`src/rtl/id_operand_stage_pkg.sv`:
```
// Shared definitions for the decode-stage operand path: ID state encoding,
// instruction field positions and the hard-wired zero register.
package id_operand_stage_pkg;

   // Occupancy of the ID stage.
   // EMPTY: nothing held. FRESH: word is on the SRAM bus this cycle.
   // HELD: word has been copied into the hold buffer.
   typedef enum logic [1:0] {
      ST_EMPTY = 2'd0,
      ST_FRESH = 2'd1,
      ST_HELD  = 2'd2
   } id_state_t;

   localparam int RF_AW_DEF = 5;   // default register address width
   localparam int INST_W    = 32;  // instruction word width
   localparam int RS_LSB    = 21;  // rs field is inst[25:21]
   localparam int RT_LSB    = 16;  // rt field is inst[20:16]
   localparam int ZERO_REG  = 0;   // register that always reads as zero

endpackage

```
`src/rtl/id_operand_stage_fwd_select.sv`:
```
// Single-operand priority bypass. Source 0 is the youngest producer and wins
// over every older source that targets the same register. Register 0 is
// never forwarded and always reads as zero.
module id_operand_stage_fwd_select
   import id_operand_stage_pkg::*;
#(
   parameter int NUM_FWD = 3,
   parameter int DATA_W  = 32,
   parameter int RF_AW   = RF_AW_DEF
) (
   input  logic [RF_AW-1:0]          raddr,
   input  logic [DATA_W-1:0]         rf_rdata,
   input  logic [NUM_FWD-1:0]        fwd_we,
   input  logic [NUM_FWD*RF_AW-1:0]  fwd_waddr,
   input  logic [NUM_FWD*DATA_W-1:0] fwd_wdata,
   input  logic [NUM_FWD-1:0]        fwd_pending,
   output logic [DATA_W-1:0]         data,
   output logic                      pending
);

   logic found;

   // Pick the lowest-index matching source, fall back to the regfile.
   always_comb begin
      // NOTE: every output gets a default first so no path leaves a value
      // unassigned (which would infer a latch); blocking '=' is the right
      // assignment inside combinational logic.
      data    = rf_rdata;
      pending = 1'b0;
      found   = 1'b0;
      for (int i = 0; i < NUM_FWD; i++) begin
         if (!found && fwd_we[i] && (fwd_waddr[i*RF_AW +: RF_AW] == raddr)) begin
            found   = 1'b1;
            data    = fwd_wdata[i*DATA_W +: DATA_W];
            pending = fwd_pending[i];
         end
      end
      if (raddr == RF_AW'(ZERO_REG)) begin
         data    = '0;
         pending = 1'b0;
      end
   end

endmodule

```
`src/rtl/id_operand_stage.sv`:
```
// IF->ID pipeline register with valid/ready handshake, instruction hold
// buffer for the 1-cycle-latency instruction SRAM, two-operand priority
// bypass and load-use interlock. Operands are combinational from ID state.
module id_operand_stage
   import id_operand_stage_pkg::*;
#(
   parameter int DATA_W  = 32,
   parameter int PC_W    = 32,
   parameter int NUM_FWD = 3,
   parameter int RF_AW   = RF_AW_DEF
) (
   input  logic                      clk,
   input  logic                      rst,
   input  logic                      in_valid,
   input  logic [PC_W-1:0]           in_pc,
   output logic                      in_ready,
   input  logic                      flush,
   input  logic [INST_W-1:0]         inst_rdata,
   output logic [RF_AW-1:0]          rf_raddr1,
   output logic [RF_AW-1:0]          rf_raddr2,
   input  logic [DATA_W-1:0]         rf_rdata1,
   input  logic [DATA_W-1:0]         rf_rdata2,
   input  logic [NUM_FWD-1:0]        fwd_we,
   input  logic [NUM_FWD*RF_AW-1:0]  fwd_waddr,
   input  logic [NUM_FWD*DATA_W-1:0] fwd_wdata,
   input  logic [NUM_FWD-1:0]        fwd_pending,
   output logic                      out_valid,
   input  logic                      out_ready,
   output logic [PC_W-1:0]           out_pc,
   output logic [INST_W-1:0]         out_inst,
   output logic [DATA_W-1:0]         out_op1,
   output logic [DATA_W-1:0]         out_op2,
   output logic                      stallreq
);

   id_state_t          state;
   logic [PC_W-1:0]    pc_r;
   logic [INST_W-1:0]  hold_r;
   logic               pend1;
   logic               pend2;
   logic               fire;
   logic               capture;

   // Present the live SRAM word on the first cycle, the buffered copy after.
   always_comb begin
      out_inst = '0;
      unique case (state)
         ST_FRESH: out_inst = inst_rdata;
         ST_HELD:  out_inst = hold_r;
         default:  out_inst = '0;
      endcase
   end

   assign rf_raddr1 = out_inst[RS_LSB +: RF_AW];
   assign rf_raddr2 = out_inst[RT_LSB +: RF_AW];
   assign out_pc    = pc_r;

   id_operand_stage_fwd_select #(
      .NUM_FWD (NUM_FWD),
      .DATA_W  (DATA_W),
      .RF_AW   (RF_AW)
   ) u_fwd_rs (
      .raddr       (rf_raddr1),
      .rf_rdata    (rf_rdata1),
      .fwd_we      (fwd_we),
      .fwd_waddr   (fwd_waddr),
      .fwd_wdata   (fwd_wdata),
      .fwd_pending (fwd_pending),
      .data        (out_op1),
      .pending     (pend1)
   );

   id_operand_stage_fwd_select #(
      .NUM_FWD (NUM_FWD),
      .DATA_W  (DATA_W),
      .RF_AW   (RF_AW)
   ) u_fwd_rt (
      .raddr       (rf_raddr2),
      .rf_rdata    (rf_rdata2),
      .fwd_we      (fwd_we),
      .fwd_waddr   (fwd_waddr),
      .fwd_wdata   (fwd_wdata),
      .fwd_pending (fwd_pending),
      .data        (out_op2),
      .pending     (pend2)
   );

   // Only the winning source's pending flag matters; shadowed ones are ignored.
   assign stallreq  = (state != ST_EMPTY) && (pend1 || pend2);
   assign out_valid = (state != ST_EMPTY) && !stallreq && !flush;
   assign fire      = out_valid && out_ready;
   assign in_ready  = (state == ST_EMPTY) || fire;
   assign capture   = in_valid && in_ready && !flush;

   // Occupancy FSM, pc register and hold buffer; flush beats capture.
   always_ff @(posedge clk) begin
      // NOTE: sequential state uses non-blocking '<=' so every register
      // samples pre-edge values; the hold buffer is reset too so out_inst
      // is deterministic from the first cycle.
      if (!rst) begin
         state  <= ST_EMPTY;
         pc_r   <= '0;
         hold_r <= '0;
      end else if (flush) begin
         state <= ST_EMPTY;
      end else begin
         unique case (state)
            ST_EMPTY: begin
               if (capture) begin
                  state <= ST_FRESH;
                  pc_r  <= in_pc;
               end
            end
            ST_FRESH, ST_HELD: begin
               if (fire) begin
                  if (capture) begin
                     state <= ST_FRESH;
                     pc_r  <= in_pc;
                  end else begin
                     state <= ST_EMPTY;
                  end
               end else if (state == ST_FRESH) begin
                  hold_r <= inst_rdata;
                  state  <= ST_HELD;
               end
            end
            default: state <= ST_EMPTY;
         endcase
      end
   end

endmodule

```
`config.mk`:
```
export PLATFORM = sky130hd
export DESIGN_NAME = id_operand_stage
export DESIGN_NICKNAME = d
export VERILOG_FILES = /design/src/rtl/id_operand_stage_pkg.sv /design/src/rtl/id_operand_stage_fwd_select.sv /design/src/rtl/id_operand_stage.sv
export SDC_FILE = /design/constraint.sdc
export NUM_CORES = 1
export LEC_CHECK = 0
export ABC_AREA = 1
export BUFFER_PORTS_ARGS = -buffer_cell sky130_fd_sc_hd__buf_4
export CAP_MARGIN = 5
export CORE_AREA = 2 2 153 155
export CTS_BUF_LIST = sky130_fd_sc_hd__clkbuf_16
export CTS_CLUSTER_DIAMETER = 120
export DETAILED_ROUTE_END_ITERATION = 8
export DIE_AREA = 0 0 155 157
export GPL_TIMING_DRIVEN = 1
export PLACE_DENSITY = 0.68
export RECOVER_POWER = 25
export SLEW_MARGIN = 20
export SYNTH_ARGS = -nofsm -noshare
export SYNTH_HDL_FRONTEND = slang
export SYNTH_SLANG_ARGS = --single-unit
```
`constraint.sdc`:
```
create_clock -name clk -period 5.03 [get_ports clk]
set_input_delay 1.006 -clock clk [delete_from_list [all_inputs] [get_ports clk]]
set_output_delay 1.006 -clock clk [all_outputs]
set_load 0.1 [all_outputs]
```
# Yosys cells after proc, flatten, opt, wreduce, memory -nomap -nowiden
# Cells that the tools add are included.
# op_classes
eq_ne	11
n_reduce_logical	34
bitwise_logic	3
n_mux	29
# ops
op	n
2-to-1 mux 32 bit	10
case mux 32 bit (2 select lines)	2
== test 5 bit	6
logical AND 1 bit	16
2-to-1 mux 1 bit	13
zero test 5 bit	2
zero test 1 bit	6
2-to-1 mux 2 bit	3
inequality test 2 bit (second input constant)	2
case mux 2 bit (2 select lines)	1
AND reduction 4 bit	1
nonzero test 2 bit	2
OR reduction 2 bit	2
inequality test 3 bit (second input constant)	1
inverter 1 bit	3
AND reduction 3 bit	1
== test 2 x 1 -> 1 bit (second input constant)	1
== test 2 bit (second input constant)	1
zero test 2 bit	1
logical OR 1 bit	2
AND reduction 2 bit	1
# word_totals
input_bits	250
reg_bits	66
out_inout_bits	141

# Depth between registers and ports, before layout
# depth
depth_word	26
mapped_depth	22
ltp_nobuf	20

# Hierarchy
# From an unflattened synthesis, not the netlist that was laid out.
# unflattened
cells_unflattened	1307
hier_area_um2	6975.4
# by_module_without_submodules
mod	seq_area_each_um2	area_per_inst_um2	cells_per_inst	n_inst
id_operand_stage_fwd_select	0.0	1920.6	435	2
id_operand_stage	1321.3	3134.3	437	1

# Worst setup path before layout
# Ideal clock, no wire load.
# synth_path
path_kind	in2out
startpoint	input port inst_rdata[16]
endpoint	output port out_op2[0]
path_stages	13
path_buffers	1
setup_slack_ns	-0.401
arrival_time_ns	4.425
t_required_ns	4.024
cell_sequence	nand2_1 > nand2_1 > nand2_1 > inv_1 > nor2_1 > nor2_1 > nand3_1 > inv_1 > nand2_1 > inv_2 > clkbuf_1 > nand2_1 > a31oi_1
# synth_between
elab_chain_cells	13
word_cells_on_any_way	18
classes_between	eq/ne: 3; mux: 7; reduce/logical: 8
# synth_lines
item	line	text
start: declaration	id_operand_stage.sv:18	input logic [INST_W-1:0] inst_rdata,
case mux 32 bit (2 select lines) (*)	id_operand_stage.sv:47	unique case (state)
via out_inst[16]	id_operand_stage.sv:30	output logic [INST_W-1:0] out_inst,
== test 5 bit	id_operand_stage_fwd_select.sv:32	if (!found && fwd_we[i] && (fwd_waddr[i*RF_AW +: RF_AW] == raddr)) begin
logical AND 1 bit	id_operand_stage_fwd_select.sv:32	
2-to-1 mux 1 bit	id_operand_stage_fwd_select.sv:32	
zero test 1 bit	id_operand_stage_fwd_select.sv:32	
logical AND 1 bit (2 in a row)	id_operand_stage_fwd_select.sv:32	
2-to-1 mux 1 bit	id_operand_stage_fwd_select.sv:32	
zero test 1 bit	id_operand_stage_fwd_select.sv:32	
logical AND 1 bit (2 in a row)	id_operand_stage_fwd_select.sv:32	
2-to-1 mux 32 bit	id_operand_stage_fwd_select.sv:32	
2-to-1 mux 32 bit (*)	id_operand_stage_fwd_select.sv:38	if (raddr == RF_AW'(ZERO_REG)) begin
end: declaration	id_operand_stage.sv:32	output logic [DATA_W-1:0] out_op2,
# Mark *: on every way through the listed nets, which the timed path passes. The rest lies on a longest branch.

# Worst setup path in the final report
# layout_path
startpoint	register state[0]
endpoint	output port out_op2[0]
# layout_between
elab_chain_cells	14
word_cells_on_any_way	20
classes_between	eq/ne: 5; mux: 7; reduce/logical: 8
# layout_lines
item	line	text
start: declaration	id_operand_stage.sv:36	id_state_t state;
start signal: assignment	id_operand_stage.sv:101	state <= ST_EMPTY;
start signal: assignment	id_operand_stage.sv:105	state <= ST_EMPTY;
start signal: assignment	id_operand_stage.sv:110	state <= ST_FRESH;
== test 2 bit or == test 2 x 1 -> 1 bit (tied branches)	id_operand_stage.sv:47	
case mux 32 bit (2 select lines) (*)	id_operand_stage.sv:47	
== test 5 bit	id_operand_stage_fwd_select.sv:32	
logical AND 1 bit	id_operand_stage_fwd_select.sv:32	
2-to-1 mux 1 bit	id_operand_stage_fwd_select.sv:32	
zero test 1 bit	id_operand_stage_fwd_select.sv:32	
logical AND 1 bit (2 in a row)	id_operand_stage_fwd_select.sv:32	
2-to-1 mux 1 bit	id_operand_stage_fwd_select.sv:32	
zero test 1 bit	id_operand_stage_fwd_select.sv:32	
logical AND 1 bit (2 in a row)	id_operand_stage_fwd_select.sv:32	
2-to-1 mux 32 bit	id_operand_stage_fwd_select.sv:32	
2-to-1 mux 32 bit (*)	id_operand_stage_fwd_select.sv:38	
# Every way passes the cells marked *; elsewhere a longest branch is shown, timed or not.

==> flow_metrics.tcl <==
set metrics [dict create \
    synth_top_cell_area_share 0.2111 \
    insertion_delay_ns 0.33 \
    viasPerCell 5.232 \
    fin_skew_ns 0.005485 \
    cp_cell_sequence "inv_1 -> ha_1 -> buf_12 -> nand2_2 -> nand2_1 -> nand2_1 -> nor2_1 -> nand3_4 -> nand3_2 -> buf_12 -> o21ai_0 -> a31oi_2 -> buf_4" \
    clk_pin_slew_ns 0.05 \
    nets 1587 \
    port_buffers 390 \
    maxCapViolCount 1 \
    tritoncts "built" \
    synth_common_cells "207 x nand2_1, 122 x nor2_1, 97 x o21ai_0" \
    critPathLaunchType "flip-flop" \
    crit_slowest_cell "ha_1" \
    start_util 0.2782 \
    required_ns 4.02 \
    ys_ff_latch 66 \
    grt_pass1_vias 7745 \
    synth-edff-count 0 \
    clock-sinks 66 \
    fin_crit_ns 4.824 \
    crit_buf_inv 4 \
    max_slew_margin 0.004910 \
    vdd_drop_max_v 0.0001534 \
    finalSetupViolCount 0 \
    hold_viol 0 \
    max_freq_mhz 207.3 \
    routed-via-count 8481 \
    io_pins 391 \
    yosysMostFrequentCell "nand2_1" \
    synth-async-reset-ratio 0 \
    slew_viol_final 0 \
    violations "max-capacitance violations" \
    holdWs_ns 0.4660 \
    yosys-top-cells-area "dfxtp_1 21%, nand2_1 12%, nand3b_1 7.8%, o21ai_0 7.8%, a21oi_1 7.4%" \
    cp.arrival_ns 3.82 \
    dp_hpwl_um 21220 \
    ys_seq_area_frac 0.2111 \
    grt_pass1_wl_um 42620 \
    p_per_area_nw_per_um2 222.6 \
    synth.distinct_cells 33 \
    wire_per_inst_um 17.54 \
    cts_hold_buffers 0 \
    tightest_slew_ns 1.499 \
    rows 55 \
    grt_overflow 0 \
    postCtsSetupRepairBufs 0 \
    ant_nets 0 \
    grt_use_total 0.2166 \
    syn_avg_cell_area_um2 6.192 \
    antenna_found_initial 0 \
    insertedDiodeCount 0 \
    synthToLayoutAreaGrowth_pct 53.47 \
    yosys.area.top_type "dfxtp_1" \
    cts_root_buffer "clkbuf_16" \
    p_total_mw 2.139 \
    dr.pass1.iters 6 \
    die_x_um 155 \
    fin_crit_sh 0.9591 \
    grt_max_degree 67 \
    crit_type "flip-flop to output port" \
    leakage_nw 4.075 \
    gp_congestion 0.8861 \
    slowest_delay_ns 0.73 \
    synthCells 1011 \
    drive_gt1_frac 0.3930 \
    ctsLongestPathBuffers 2 \
    drtIter0Drc 783 \
    synthesis.area_um2 6260 \
    crit_path_max_fanout 51 \
    htreeDepth 3 \
    end_kind "output port" \
    chipHeight_um 157 \
    rsz0062_at_grt "false" \
    cts_buffers 9 \
    core_area_um2 22500 \
    status "finished with violations" \
    syn-num-nets 1265 \
    holdCritPathClass "flip-flop to flip-flop" \
    ctsResizeCount 0 \
    path_delay_family "buffers and inverters" \
    ys.flop_type "dfxtp_1" \
    fin_tns_setup_ns 0 \
    finalWirelength_um 28430 \
    dieArea_um2 24340 \
    drc_errors 0 \
    yosysWarnings 0 \
]
[sequential cells by signal (all words and copies together) (netlist names)]
register	count
hold_r	32
out_pc	32
state	2
[kinds of logic after synthesis]
group / Yosys count / synth area share
adder cells (fa/ha/maj): 4 / 0.007996
AND/OR/NAND/NOR: 520 / 0.3966
flip-flops: 66 / 0.2111
AO/OA/AOI/OAI: 287 / 0.2758
buffers and inverters: 134 / 0.1085
[worst paths after layout]
| kind | start | cells past startpoint | slack (ns) | to |
|---|---|---|---|---|
| setup / recovery | state[0] | 13 | 0.21 | out_op2[0] |
| hold / removal | hold_r[8] | 2 | 0.47 | hold_r[8] |
| setup reg to reg | state[0] | 17 | 0.98 | out_pc[23] |
| hold reg to reg | hold_r[8] | 2 | 0.47 | hold_r[8] |
[cell usage in the layout, fill, tap and decap left out, drive strengths merged]
cell type and count:
o211ai 1, nand3 69, nor2 128, nand3b 65, buf 358, nand2 252, nor3 2, bufinv 1
clkbuf 59, and3 1, ha 4, inv 37, o221ai 32, clkinv 4, a31oi 32, a21oi 122
nand4 3, dfxtp 66, o21ai 100
[through the flow]
stage | util | setup WS [ns] | area (µm²) | instances
CTS | 0.4353 | 0.2560 | 9794 | 1621
global route | 0.4269 | 0.01252 | 9607 | 1621
detailed placement | 0.4231 | 0.6131 | 9522 | 1607
floorplan | - | -0.06258 | 6565 | 1011
finish | 0.4269 | 0.2056 | 9607 | 1621
global placement | 0.4231 | 0.6677 | 9522 | 1607
[layer usage]
metal  share of wire  GRT usage  vias to the layer above  routed length [µm]
li1                -          -                     4097                   -
met1            0.41     0.2851                     3925               11690
met2            0.48     0.3505                      391               13510
met3           0.075    0.03937                       68                2119
met4           0.039    0.08730                        0                1106
met5               0          0                        -                   0
[power breakdown]
part / leakage [nW] / total, mW / internal, mW / switching [mW]
combinational: 3.40 / 0.966 / 0.279 / 0.687
sequential: 0.538 / 0.576 / 0.558 / 0.0182
clock: 0.136 / 0.596 / 0.373 / 0.224
total: 4.08 / 2.14 / 1.21 / 0.929
[tightest hold or removal path, cell delays in order, from the launching register on]
cell and delay, ns:
dfxtp_1 0.31, nand2_2 0.06, a21oi_2 0.04
[cell type report]
| class | instances | area (µm²) |
|---|---|---|
| clock buffers | 9 | 225.2 |
| flip-flops and latches | 66 | 1321 |
| inverters | 37 | 138.9 |
| clock inverters | 5 | 47.55 |
| well taps | 285 | 356.6 |
| fillers | 2386 | 12900 |
| multi-input cells | 811 | 4579 |
| repair buffers | 408 | 2938 |
No activity file was read; power rests on OpenSTA's default activity.
